### src/rtl/snitch_icache_miss_handler.sv
`default_nettype none
// +--------------------------------------------------------------------------+
// | snitch_icache_miss_handler                                                |
// | Consumes the icache lookup stream: hits go straight to the fetch response |
// | port, misses are merged per cache line in a small pending table that      |
// | issues one refill per line and, on refill return, writes the line into    |
// | the lookup stage and answers all merged requesters at once.               |
// |                                                                           |
// | Ports                                                                     |
// |   clk_i / rst_ni     clock, asynchronous active-low reset                 |
// |   in_*               lookup result stream (valid/ready)                   |
// |   rsp_*              fetch response (valid/ready, id may be multi-hot)    |
// |   refill_addr/id_o   refill request (valid/ready)                         |
// |   refill_data/...    refill return (valid/ready)                          |
// |   write_*            line write into the lookup stage (valid/ready)       |
// |                                                                           |
// | Revision: 1.0 - initial release                                           |
// +--------------------------------------------------------------------------+

package snitch_icache_pkg;
  typedef struct packed {
    int unsigned FETCH_AW;
    int unsigned ID_WIDTH;
    int unsigned LINE_WIDTH;
    int unsigned LINE_ALIGN;
    int unsigned COUNT_ALIGN;
    int unsigned SET_ALIGN;
    int unsigned SET_COUNT;
    int unsigned TAG_WIDTH;
    int unsigned PENDING_COUNT;
  } config_t;

  localparam config_t DEFAULT_CFG = '{
    FETCH_AW: 32, ID_WIDTH: 4, LINE_WIDTH: 128, LINE_ALIGN: 4, COUNT_ALIGN: 4,
    SET_ALIGN: 1, SET_COUNT: 2, TAG_WIDTH: 24, PENDING_COUNT: 2
  };
endpackage

module snitch_icache_miss_handler #(
  parameter snitch_icache_pkg::config_t CFG = snitch_icache_pkg::DEFAULT_CFG,
  localparam int unsigned PENDING_IW =
    (CFG.PENDING_COUNT > 1) ? $clog2(CFG.PENDING_COUNT) : 1
) (
  input  logic                        clk_i,
  input  logic                        rst_ni,
  // lookup stage result
  input  logic [CFG.FETCH_AW-1:0]     in_addr_i,
  input  logic [CFG.ID_WIDTH-1:0]     in_id_i,
  input  logic [CFG.SET_ALIGN-1:0]    in_set_i,
  input  logic                        in_hit_i,
  input  logic [CFG.LINE_WIDTH-1:0]   in_data_i,
  input  logic                        in_error_i,
  input  logic                        in_valid_i,
  output logic                        in_ready_o,
  // fetch response
  output logic [CFG.FETCH_AW-1:0]     rsp_addr_o,
  output logic [CFG.ID_WIDTH-1:0]     rsp_id_o,
  output logic [CFG.LINE_WIDTH-1:0]   rsp_data_o,
  output logic                        rsp_error_o,
  output logic                        rsp_valid_o,
  input  logic                        rsp_ready_i,
  // refill request
  output logic [CFG.FETCH_AW-1:0]     refill_addr_o,
  output logic [PENDING_IW-1:0]       refill_id_o,
  output logic                        refill_valid_o,
  input  logic                        refill_ready_i,
  // refill return
  input  logic [CFG.LINE_WIDTH-1:0]   refill_data_i,
  input  logic                        refill_error_i,
  input  logic [PENDING_IW-1:0]       refill_id_i,
  input  logic                        refill_valid_i,
  output logic                        refill_ready_o,
  // line write into the lookup stage
  output logic [CFG.COUNT_ALIGN-1:0]  write_addr_o,
  output logic [CFG.SET_ALIGN-1:0]    write_set_o,
  output logic [CFG.LINE_WIDTH-1:0]   write_data_o,
  output logic [CFG.TAG_WIDTH-1:0]    write_tag_o,
  output logic                        write_error_o,
  output logic                        write_valid_o,
  input  logic                        write_ready_i
);

  localparam int unsigned PENDING_COUNT = CFG.PENDING_COUNT;
  localparam int unsigned ID_WIDTH      = CFG.ID_WIDTH;
  localparam int unsigned LINE_ALIGN    = CFG.LINE_ALIGN;
  localparam int unsigned COUNT_ALIGN   = CFG.COUNT_ALIGN;
  localparam int unsigned SET_ALIGN     = CFG.SET_ALIGN;
  localparam int unsigned SET_COUNT     = CFG.SET_COUNT;
  localparam int unsigned LINE_AW       = CFG.FETCH_AW - CFG.LINE_ALIGN;

  // pending table
  logic [PENDING_COUNT-1:0] valid_q;
  logic [PENDING_COUNT-1:0] issued_q;
  logic [LINE_AW-1:0]       line_q [PENDING_COUNT];
  logic [ID_WIDTH-1:0]      id_q   [PENDING_COUNT];
  logic [SET_ALIGN-1:0]     evict_q;

  // A presented refill request that was not accepted is pinned to its entry,
  // so a lower-index entry allocated meanwhile cannot change the payload.
  logic                     hold_q;
  logic [PENDING_IW-1:0]    hold_idx_q;

  logic [LINE_AW-1:0]       in_line;
  logic                     retire;
  logic                     retire_known;
  logic [LINE_AW-1:0]       ret_line;
  logic [ID_WIDTH-1:0]      ret_id;
  logic [PENDING_COUNT-1:0] ret_sel;
  logic [PENDING_COUNT-1:0] match_vec;
  logic [PENDING_COUNT-1:0] alloc_sel;
  logic                     free_found;
  logic                     issue_found;
  logic [PENDING_IW-1:0]    issue_idx;
  logic [LINE_AW-1:0]       issue_line;
  logic                     is_hit;
  logic                     is_miss;
  logic                     accept_miss;
  logic                     do_merge;
  logic                     do_alloc;
  logic                     issue_hs;

  assign in_line = in_addr_i[CFG.FETCH_AW-1:LINE_ALIGN];
  assign retire  = refill_valid_i & write_ready_i & rsp_ready_i;

  always_comb begin
    ret_sel     = '0;
    ret_line    = '0;
    ret_id      = '0;
    match_vec   = '0;
    alloc_sel   = '0;
    free_found  = 1'b0;
    issue_found = 1'b0;
    issue_idx   = '0;
    issue_line  = '0;
    if (hold_q) begin
      issue_found = 1'b1;
      issue_idx   = hold_idx_q;
    end
    for (int i = 0; i < PENDING_COUNT; i++) begin
      if (refill_id_i == PENDING_IW'(i)) begin
        ret_sel[i] = 1'b1;
        ret_line   = line_q[i];
        ret_id     = id_q[i];
      end
      match_vec[i] = valid_q[i] && (line_q[i] == in_line);
      if (!valid_q[i] && !free_found) begin
        free_found   = 1'b1;
        alloc_sel[i] = 1'b1;
      end
      if (!hold_q && valid_q[i] && !issued_q[i] && !issue_found) begin
        issue_found = 1'b1;
        issue_idx   = PENDING_IW'(i);
      end
    end
    for (int i = 0; i < PENDING_COUNT; i++) begin
      if (issue_idx == PENDING_IW'(i)) issue_line = line_q[i];
    end
  end

  assign retire_known = |(ret_sel & valid_q & issued_q);

  // A retire owns both the response port and the table for this cycle.
  assign is_hit      = in_valid_i &  in_hit_i & ~retire;
  assign is_miss     = in_valid_i & ~in_hit_i & ~retire;
  assign accept_miss = is_miss & ((|match_vec) | free_found);
  assign do_merge    = accept_miss &  (|match_vec);
  assign do_alloc    = accept_miss & ~(|match_vec);
  assign in_ready_o  = is_hit ? rsp_ready_i : accept_miss;
  assign issue_hs    = issue_found & refill_ready_i;

  // response: retiring line takes precedence over a hit pass-through
  assign rsp_valid_o = retire | is_hit;
  assign rsp_addr_o  = retire ? {ret_line, {LINE_ALIGN{1'b0}}} : in_addr_i;
  assign rsp_id_o    = retire ? ret_id : in_id_i;
  assign rsp_data_o  = retire ? refill_data_i : in_data_i;
  assign rsp_error_o = retire ? refill_error_i : in_error_i;

  assign refill_valid_o = issue_found;
  assign refill_addr_o  = {issue_line, {LINE_ALIGN{1'b0}}};
  assign refill_id_o    = issue_idx;
  assign refill_ready_o = retire;

  assign write_valid_o = retire;
  assign write_addr_o  = ret_line[COUNT_ALIGN-1:0];
  assign write_tag_o   = ret_line[LINE_AW-1:COUNT_ALIGN];
  assign write_set_o   = evict_q;
  assign write_data_o  = refill_data_i;
  assign write_error_o = refill_error_i;

  always_ff @(posedge clk_i or negedge rst_ni) begin
    if (!rst_ni) begin
      valid_q    <= '0;
      issued_q   <= '0;
      hold_q     <= 1'b0;
      hold_idx_q <= '0;
      for (int i = 0; i < PENDING_COUNT; i++) begin
        line_q[i] <= '0;
        id_q[i]   <= '0;
      end
    end else begin
      for (int i = 0; i < PENDING_COUNT; i++) begin
        // a refill for an entry without an outstanding request leaves it alone
        if (retire && ret_sel[i] && valid_q[i] && issued_q[i]) begin
          valid_q[i]  <= 1'b0;
          issued_q[i] <= 1'b0;
        end else if (do_alloc && alloc_sel[i]) begin
          valid_q[i]  <= 1'b1;
          issued_q[i] <= 1'b0;
          line_q[i]   <= in_line;
          id_q[i]     <= in_id_i;
        end else begin
          if (issue_hs && (issue_idx == PENDING_IW'(i))) issued_q[i] <= 1'b1;
          if (do_merge && match_vec[i]) id_q[i] <= id_q[i] | in_id_i;
        end
      end
      hold_q     <= issue_found & ~refill_ready_i;
      hold_idx_q <= issue_idx;
    end
  end

  if (SET_COUNT > 1) begin : g_evict_counter
    always_ff @(posedge clk_i or negedge rst_ni) begin
      if (!rst_ni) begin
        evict_q <= '0;
      end else if (retire) begin
        evict_q <= (evict_q == SET_ALIGN'(SET_COUNT - 1)) ? '0
                                                          : evict_q + SET_ALIGN'(1);
      end
    end
  end else begin : g_evict_fixed
    assign evict_q = '0;
  end

`ifndef SYNTHESIS
  refill_id_known : assert property (@(posedge clk_i) disable iff (!rst_ni)
    refill_valid_i |-> retire_known)
    else $error("refill_id_i names an entry without an outstanding refill");
`endif

endmodule

`default_nettype wire

### config.mk
export PLATFORM = sky130hd
export DESIGN_NAME = snitch_icache_miss_handler
export DESIGN_NICKNAME = d
export VERILOG_FILES = /design/src/rtl/snitch_icache_miss_handler.sv
export SDC_FILE = /design/constraint.sdc
export NUM_CORES = 1
export LEC_CHECK = 0
export ABC_AREA = 1
export CAP_MARGIN = 20
export CORE_AREA = 4 4 256 258
export CTS_CLUSTER_DIAMETER = 100
export CTS_CLUSTER_SIZE = 14
export DETAILED_ROUTE_END_ITERATION = 16
export DIE_AREA = 0 0 260 262
export HOLD_SLACK_MARGIN = 0.05
export PLACE_DENSITY = 0.49
export SLEW_MARGIN = 0
export SYNTH_ARGS = -nofsm -noshare
export SYNTH_HDL_FRONTEND = slang
export SYNTH_SLANG_ARGS = --single-unit
### constraint.sdc
create_clock -name clk_i -period 1.6 [get_ports clk_i]
set_input_delay 0.32 -clock clk_i [delete_from_list [all_inputs] [get_ports clk_i]]
set_output_delay 0.32 -clock clk_i [all_outputs]
set_load 0.02 [all_outputs]
# [After elaboration in Yosys (flattened, before gate mapping)]
# Cells that the tools add are included.
[op_classes] n_eq_ne=2 muxes=34 reduce_logical=38 n_bitwise=22 add_sub_neg=1
[op_table] op="2-to-1 mux 128 bit" count=1
[op_table] op="== test 28 bit" count=2
[op_table] op="2-to-1 mux 28 bit" count=2
[op_table] op="2-to-1 mux 32 bit" count=1
[op_table] op="2-to-1 mux 1 bit" count=24
[op_table] op="2-to-1 mux 4 bit" count=6
[op_table] op="logical AND 1 bit" count=21
[op_table] op="bitwise AND 1 bit" count=11
[op_table] op="OR 4 bit" count=2
[op_table] op="AND reduction 2 bit" count=4
[op_table] op="nonzero test 2 bit" count=4
[op_table] op="inverter 1 bit" count=7
[op_table] op="logical NOT 1 bit" count=6
[op_table] op="nonzero test 3 bit" count=2
[op_table] op="OR 1 bit" count=2
[op_table] op="OR reduction 2 bit" count=1
[op_table] op="adder 1 bit (second input constant)" count=1
[word_totals] elab_cells=108 out_inout_bits=361 register_bits=71

# [Logic depth before layout (Yosys ltp)]
# Gate-level depths: netlist (run 1).
[logic_depth] ltp_word=13 depth_mapped=13 depth_no_buf=13

# [Least setup slack after synthesis (run 1)]
# OpenSTA, ideal clock, no wires.
[synth_path] path_kind="input -> output" start="input rsp_ready_i" end="output rsp_data_o[118]" required_ns=1.280 arrival_ns=1.552 cell_stages=6 setup_slack_ns=-0.272 path_buffers=2 path_cell_list="nand3_2 > inv_1 > clkbuf_1 > clkbuf_1 > nand2_1 > nand2_1"
[synth_between] elab_chain_len=2
[synth_rtl] element="start: declaration" line_no="61" text="input logic rsp_ready_i,"
[synth_rtl] element="bitwise AND 1 bit" line_no="123" text="assign retire = refill_valid_i & write_ready_i & rsp_ready_i;"
[synth_rtl] element="named net refill_ready_o" line_no="72" text="output logic refill_ready_o,"
[synth_rtl] element="2-to-1 mux 128 bit" line_no="175" text="assign rsp_data_o = retire ? refill_data_i : in_data_i;"
[synth_rtl] element="end: declaration" line_no="58" text="output logic [CFG.LINE_WIDTH-1:0] rsp_data_o,"
# The timed path passes the listed nets, and every way through them passes these cells.

# [Worst setup path after layout (run 1)]
[layout_path] start="register line_q[2] in the netlist's numbering" end="output in_ready_o"
[layout_between] elab_chain_len=6
[layout_rtl] element="start: declaration" line_no="94" text="logic [LINE_AW-1:0] line_q [PENDING_COUNT];"
[layout_rtl] element="start signal: indexed assignment" line_no="209" text="line_q[i] <= in_line;"
[layout_rtl] element="== test 28 bit" line_no="145" text="match_vec[i] = valid_q[i] && (line_q[i] == in_line);"
[layout_rtl] element="logical AND 1 bit" line_no="145"
[layout_rtl] element="OR reduction 2 bit" line_no="165" text="assign accept_miss = is_miss & ((|match_vec) | free_found);"
[layout_rtl] element="OR 1 bit" line_no="165"
[layout_rtl] element="bitwise AND 1 bit" line_no="165"
[layout_rtl] element="2-to-1 mux 1 bit" line_no="168" text="assign in_ready_o = is_hit ? rsp_ready_i : accept_miss;"
[layout_rtl] element="end: declaration" line_no="54" text="output logic in_ready_o,"
# No other way between the ends.

==> results.md, run 1 <==
* Post-route core utilization at 37.9%
* Fraction of final layout cells sized beyond drive strength 1 at 62.1%
* Critical path startpoint category: flop
* Die area at 0.0681 mm²
* Antenna violations before repair at 17
* Capture instance of the worst register-to-register path: id_q[0]
* Number of maximum-capacitance constraint violations at 0
* CTS H-tree depth at 3
* Count of buffers inserted at the top-level ports at 659
* Number of failing setup endpoints in the final timing report at 263
* Layout Nets at 2650
* Clock tree from TritonCTS: yes
* Synth Instances at 1348
* Top cells by area, synth: sky130_fd_sc_hd__nand2_1, sky130_fd_sc_hd__dfrtp_1, sky130_fd_sc_hd__buf_4
* Largest net degree at the start of global routing at 53
* First DRT Iteration DRCs at 845
* Final cycle utilization of the critical path at 142%
* Slew Viols, Final at 0
* RSZ-0062 raised after global routing: true
* Seq pwr share at 12.7%
* Fin crit period at 2.28 ns
* Maximum clock path buffer count at 2
* Horizontal die dimension at 260 µm
* Count of pins on the block boundary at 665
* Category of the worst setup path capture point: output port
* Clock buffer count from CTS at 9
* Clock transition at the register clock pins on the worst setup and hold paths after CTS at 0.07 ns
* Maximum clock frequency at 0.439 GHz
* Worst setup margin at -0.679 ns
* Wire length of the first global-routing pass at 91.6 mm
* List of cells traversed by the critical path: xor2_1, nand3b_1, nor2_2, nand2_1, nor2_2, nand2_2, nand4_1, buf_6
* Depth of the worst register-to-register path at 16
* DRC Markers at 0
* Vias in the first global route at 12900
* Library cell with the largest summed area after synthesis: sky130_fd_sc_hd__nand2_1
* Start point of the worst hold path: in_addr_i[20]
* Synthesized area per cell at 5.58 µm²
* Min-delay worst type: in2reg
* Sequential element share of the synthesized area at 23.6%
* Layout-stage area growth over the synthesis result at 218%
* Root buffer selected by CTS: sky130_fd_sc_hd__clkbuf_16
* P_int at 15.3 mW
* Largest fanout on the critical path at 2
* Initial standard-cell utilization of the core at 11.9%
* Standard-cell row count at 92
* Setup Skew at 0.0123 ns
* Gate power share at 78.7%
* Worst skew pair latency at 0.37 ns
* Die Span Y at 262 µm
* Count of cells along the worst hold path at 3
* Ys Warns at 0
* Power per standard cell area at 1160 mW/mm²
* Critical R2R Launch: valid_q[0]
* Slowest cell on crit path: sky130_fd_sc_hd__dfrtp_1
* Worst path arrival time at 1.96 ns
* Total detailed-routing wirelength at 73.8 mm
* Cell repeated most along the worst path: sky130_fd_sc_hd__nor2_2
* Failing checks: negative setup slack
* Placeable Area at 0.0630 mm²
* Power dissipated by switching net loads at 12.3 mW
* Outcome: finished, violations left
* Maximum vdd ir drop at 0.758 mV
* Residual overflow from global routing at 0
* Cell variety after synth at 24
* Hold Vio Cnt, Final at 0
* Antenna viol nets, final at 0
* Via count at 13100
* Vias per cell at 4.08
* CTS sink count at 71
* Switching fraction of total power at 44.5%
* Overall routing resource usage at 18.7%
* Area share of the leading cell type in the synthesized netlist at 35.6%
* Reported leakage power at 12.2 nW
* Clock share of power at 8.5%
* Global placement routability congestion at 0.951
* First-pass DRT Iterations at 5
* Number of synthesized register bits at 71
* Critical path class: reg2out
* Post-Synthesis Cell Area at 0.00752 mm²
* Post-route setup TNS at -70.08 ns
* Number of fillers in the final layout at 6308
* Delay of the slowest cell on the worst path at 0.40 ns
* Final HPWL DP at 53.3 mm
* Setup slack of the most critical reg-to-reg path at -0.52 ns
* Critical Path RT at 1.28 ns
* Final routed wire length divided by cell count at 23.0 µm
* Endpoint of the worst hold path: line_q[44]
-- cells in the mapped netlist --
cell,number
sky130_fd_sc_hd__nor2_1,37
sky130_fd_sc_hd__conb_1,1
sky130_fd_sc_hd__a21oi_1,5
sky130_fd_sc_hd__a21boi_0,2
sky130_fd_sc_hd__o21ai_0,148
sky130_fd_sc_hd__xor2_1,5
sky130_fd_sc_hd__buf_4,142
sky130_fd_sc_hd__o22ai_1,2
sky130_fd_sc_hd__nor3_1,5
sky130_fd_sc_hd__buf_1,6
sky130_fd_sc_hd__nand3b_1,1
sky130_fd_sc_hd__o21ai_1,1
sky130_fd_sc_hd__dfrtp_1,71
sky130_fd_sc_hd__xnor2_1,14
sky130_fd_sc_hd__and3_1,4
sky130_fd_sc_hd__clkbuf_2,4
sky130_fd_sc_hd__clkbuf_1,38
sky130_fd_sc_hd__buf_2,3
sky130_fd_sc_hd__nand3_2,1
sky130_fd_sc_hd__nand4_2,2
sky130_fd_sc_hd__nand3_1,19
sky130_fd_sc_hd__nand4_1,16
sky130_fd_sc_hd__nand2_1,713
sky130_fd_sc_hd__inv_1,108
-- metrics by stage --
step | power [mW] | worst slack (ns) | hold WS, ns | cells | area, µm²
after floorplan | 9.33 | -0.120 | 0.0244 | 1351 | 7660
final | 27.6 | -0.679 | 0.317 | 3211 | 23900
after detailed placement | 17.6 | -1.06 | 0.277 | 2975 | 16500
after global placement | 17.5 | -1.06 | 0.273 | 2975 | 16500
after global routing | 28.9 | -0.744 | 0.320 | 3207 | 23900
after CTS | 23.8 | -0.672 | 0.446 | 3119 | 20400
-- critical path: cells and delay by family (launching register included) --
kind | cells | cell delay [ns]
and+or+nand+nor | 6 | 0.84
DFF | 1 | 0.40
buffers and inverters | 1 | 0.13
xor gates and xnor gates | 1 | 0.22
-- cell type report --
class / count / area (µm²) / area share [%]
repair buffers: 1177 / 13100 / 54.6
multi-input cells: 979 / 7190 / 30.1
flip-flops and latches: 71 / 1780 / 7.46
well taps: 846 / 1060 / 4.43
inverters: 108 / 437 / 1.83
clock buffers: 10 / 239 / 1.00
clock inverters: 6 / 92.6 / 0.388
diodes: 14 / 35.0 / 0.147
-- sequential cells by signal, indices dropped and copies added, names as in the netlist --
signal       cells
issued_q         2
id_q             8
hold_q           1
valid_q          2
line_q          56
write_set_o      1
hold_idx_q       1
-- metal layers --
metal / vias to the layer above / track usage, % / part of all wire [%]
met5: - / 0 / 0.037
met4: 4 / 5.10 / 2.3
met3: 92 / 7.35 / 9.8
met2: 653 / 29.7 / 47
met1: 6287 / 23.6 / 41
li1: 6066 / - / -
-- cell families (layout without fill, tap and decap cells) --
family | Yosys count | after routing | synth area share, %
AND/OR/NAND/NOR | 798 | 798 | 41.3
buffers and inverters | 301 | 1301 | 22.2
AO/OA/AOI/OAI | 158 | 158 | 10.6
flip-flops | 71 | 71 | 23.6
XOR/XNOR | 19 | 19 | 2.21
other | 1 | 18 | 0.0499
-- layout by cell type, fill, tap and decap left out, types with 19 or more instances in the layout --
cell type                         instances
sky130_fd_sc_hd__clkbuf_16               25
sky130_fd_sc_hd__buf_16                  20
sky130_fd_sc_hd__nand2_2                234
sky130_fd_sc_hd__nand2_4                178
sky130_fd_sc_hd__dlygate4sd2_1           19
sky130_fd_sc_hd__inv_2                   32
sky130_fd_sc_hd__clkdlybuf4s50_1        266
sky130_fd_sc_hd__inv_1                   69
sky130_fd_sc_hd__o21ai_4                 54
sky130_fd_sc_hd__dfrtp_1                 66
sky130_fd_sc_hd__buf_8                   34
sky130_fd_sc_hd__nand2_1                296
sky130_fd_sc_hd__dlymetal6s2s_1          71
sky130_fd_sc_hd__nor2_1                  27
sky130_fd_sc_hd__buf_6                  317
sky130_fd_sc_hd__buf_4                  340
sky130_fd_sc_hd__o21ai_2                 69
sky130_fd_sc_hd__buf_12                  84
sky130_fd_sc_hd__o21ai_1                 19
-- power groups by stage --
stage | registers [mW] | logic (mW) | clock network [mW]
6_report | 3.52 | 21.8 | 2.36
5_1_grt | 3.62 | 22.8 | 2.47
4_1_cts | 3.36 | 18.1 | 2.38
3_5_place_dp | 3.32 | 14.3 | 0
3_3_place_gp | 3.28 | 14.3 | 0
2_1_floorplan | 3.34 | 6.00 | 0
-- timing repair --
item | in CTS | in global routing
hold endpoints to repair | 14 | 0
setup endpoints to repair | 358 | 354
buffers inserted | 103 | 87
pin swaps | 93 | 152
cloned | 26 | 21
resized for setup | 1383 | 866
hold buffers | 1 | 0
-- worst max path at each step --
stage	to	depth (start not counted)	slack (ns)	start
global placement	rsp_data_o[31]	7	-1.06	refill_valid_i
detailed placement	rsp_data_o[31]	7	-1.06	refill_valid_i
CTS	in_ready_o	8	-0.67	valid_q[0]
finish	in_ready_o	8	-0.68	line_q[2]
floorplan	rsp_addr_o[10]	4	-0.12	refill_id_i
global route	in_ready_o	9	-0.74	line_q[20]
Note: power is estimated with default switching activity, not from simulation.
==> run 2, diff against run 1 <==
CORE_AREA = 4 4 253 255   (was 4 4 256 258)
DIE_AREA = 0 0 257 259   (was 0 0 260 262)
DONT_BUFFER_PORTS = 1   (was default)
PLACE_DENSITY = 0.35   (was 0.49)
==> run 2 against run 1 <==
The run ends with negative hold slack, negative setup slack left. Sequential power about the same. Die area down 2.3%. Power down 12%. Non-clock buffer count down 741. Count of clock-buffer cells in the layout up 2. Setup slack worse by 0.10 ns. Sequential share of layout area up 3.9 points. Register-to-register slack worse by 0.07 ns.
==> results.md, run 2 (same netlist as run 1, synthesis figures left out) <==
* Worst rel slew slack at 66.2%
* Die Span Y at 259 µm
* Antenna violations before repair at 51
* Power per standard cell area at 1550 mW/mm²
* Post-Place Worst Slack at -0.604 ns
* Final routed wire length divided by cell count at 27.2 µm
* Die area at 0.0666 mm²
* Metal1 wirelength at 26.5 mm
* P_int at 13.2 mW
* Count of buffers inserted at the top-level ports at 0
* Post-route setup TNS at -59.42 ns
* Worst-Margin Slew at 0.506 ns
* Clock share of power at 8.6%
* Vias per cell at 4.18
* First DRT Iteration DRCs at 749
* Standard-cell row count at 91
* Registers with the most flip-flops: line_q x56, id_q x8
* DRC Markers at 0
* Total detailed-routing wirelength at 67.3 mm
* Horizontal die dimension at 257 µm
* Clock transition at the register clock pins on the worst setup and hold paths after CTS at 0.06 ns
* Min-delay worst type: in2async
* Flip-flop count of the largest register, all copies and words added at 56
* Wire length of the first global-routing pass at 84.0 mm
* Largest register by flop count: line_q
* Number of non-filler instances in the completed layout at 2477
* Delay of the slowest cell on the worst path at 0.40 ns
* Via count at 10400
* Worst setup margin at -0.782 ns
* RSZ-0062 raised after global routing: true
* Antenna viol nets, final at 0
* Worst path arrival time at 2.06 ns
* Largest net degree at the start of global routing at 72
* Residual overflow from global routing at 0
* Slew Viols, Final at 0
* Layout-stage area growth over the synthesis result at 109%
* Critical path class: reg2out
* Critical path startpoint category: flop
* Maximum clock frequency at 0.420 GHz
* Highest routed metal layer: met5
* Final cycle utilization of the critical path at 149%
* Final HPWL DP at 50.6 mm
* Count of pins on the block boundary at 665
* Outcome: finished, violations left
* Most frequent standard cell in the layout excluding fill and tap cells: sky130_fd_sc_hd__nand2_1
* Gate power share at 77.0%
* Number of failing setup endpoints in the final timing report at 220
* Failing checks: negative hold slack, negative setup slack
* Most used cells in the layout excluding fill and tap cells: sky130_fd_sc_hd__nand2_1, sky130_fd_sc_hd__buf_4, sky130_fd_sc_hd__nand2_4, sky130_fd_sc_hd__buf_6, sky130_fd_sc_hd__nand2_2
* Maximum clock path buffer count at 2
* CTS H-tree depth at 3
* List of cells traversed by the critical path: xnor2_2, buf_4, o21ai_2, nor2_1, nand3_1, nor2_4, nand2_2, nand4_1, buf_12
* Fraction of final layout cells sized beyond drive strength 1 at 56.8%
* Number of buffers inserted for hold repair after clock tree synthesis at 2
* Dpl cells at 2274
* Met2 Wirelength at 29.8 mm
* Power dissipated by switching net loads at 11.2 mW
* WL met3 at 9.32 mm
* Clock buffer count from CTS at 9
* Placeable Area at 0.0616 mm²
* Reported leakage power at 7.49 nW
* Seq pwr share at 14.4%
* Maximum vdd ir drop at 0.705 mV
* Slowest cell on crit path: sky130_fd_sc_hd__dfrtp_1
* Final worst hold slack at -0.349 ns
* Switching fraction of total power at 45.8%
* Largest fanout on the critical path at 2
* Clock tree from TritonCTS: yes
* Fin crit period at 2.38 ns
* CTS sink count at 71
* Global placement routability congestion at 0.982
* Overall routing resource usage at 18.1%
* Vias in the first global route at 9630
* Setup Skew at 0.00594 ns
* Layout Nets at 1912
* Critical Path RT at 1.28 ns
* Initial standard-cell utilization of the core at 12.2%
* Category of the worst setup path capture point: output port
* First-pass DRT Iterations at 5
* Hold Vio Cnt, Final at 71
* Root buffer selected by CTS: sky130_fd_sc_hd__clkbuf_16
* Setup slack of the most critical reg-to-reg path at -0.59 ns
* Worst skew pair latency at 0.36 ns
* Number of maximum-capacitance constraint violations at 0
==> run 2: cell count changes in the layout (fill, tap and decap cells not counted), moves of 20 or more <==
cell,change
sky130_fd_sc_hd__clkdlybuf4s50_1,-266
sky130_fd_sc_hd__buf_8,-20
sky130_fd_sc_hd__nand2_2,-109
sky130_fd_sc_hd__dlymetal6s2s_1,-71
sky130_fd_sc_hd__buf_6,-179
sky130_fd_sc_hd__nand2_1,+125
sky130_fd_sc_hd__buf_4,-161
==> run 2: repair_timing <==
action                     4_1_cts  5_1_grt
hold endpoints to repair        73       71
setup endpoints to repair      232      251
gates cloned                    34       15
setup buffers                   79       83
pin swaps                       46      134
gates resized for setup        443      564
==> run 2: worst max-delay path, delay by kind of cell (launching register included) <==
family                    cells  cell delay (ns)
and+or+nand+nor               5             0.69
DFF                           1             0.40
buffers and inverters         2             0.32
AOI/OAI and AO/OA             1             0.05
xor gates and xnor gates      1             0.23
==> run 2: final cells by class <==
| cell class | instances | area, µm² |
|---|---|---|
| Fill cell | 6737 | 45900 |
| Multi-Input combinational cell | 979 | 6600 |
| Timing Repair Buffer | 436 | 5430 |
| Sequential cell | 71 | 1780 |
| Tap cell | 837 | 1050 |
| Inverter | 108 | 457 |
| Clock buffer | 12 | 246 |
| Antenna cell | 27 | 67.6 |
| Clock inverter | 4 | 45.0 |
| Timing Repair inverter | 3 | 43.8 |
==> run 2: path summary, 6_finish.rpt <==
kind                                  from          to  cells past startpoint
min in group clk_i              in_id_i[3]     id_q[3]                      2
max in group asynchronous           rst_ni  line_q[29]                      0
worst max-delay path            line_q[24]  in_ready_o                      9
worst max register to register  line_q[24]  line_q[43]                     16
worst min-delay path                rst_ni  line_q[52]                      0
worst min register to register     id_q[0]     id_q[0]                      2
==> run 2: layer usage <==
layer	global-route usage, %	vias up
met3	11.1	134
li1	-	4603
met1	21.5	4936
met2	27.2	638
met4	5.14	42
met5	0	-
==> run 2: power by group through the flow <==
| stage | Sequential [mW] | Clock [mW] | Combinational (mW) |
|---|---|---|---|
| 6_report | 3.51 | 2.11 | 18.8 |
| 3_5_place_dp | 3.33 | 0 | 11.0 |
| 2_1_floorplan | 3.34 | 0 | 6.00 |
| 3_3_place_gp | 3.32 | 0 | 11.0 |
| 5_1_grt | 3.61 | 2.25 | 19.9 |
| 4_1_cts | 3.39 | 2.16 | 16.5 |
==> run 2: metrics by stage <==
step / utilization, % / power, mW / instance area [µm²]
global route: 25.4 / 25.7 / 15700
floorplan: - / 9.33 / 7660
finish: 25.5 / 24.4 / 15700
detailed placement: 16.3 / 14.3 / 10000
global placement: 16.3 / 14.3 / 10000
CTS: 21.5 / 22.0 / 13200
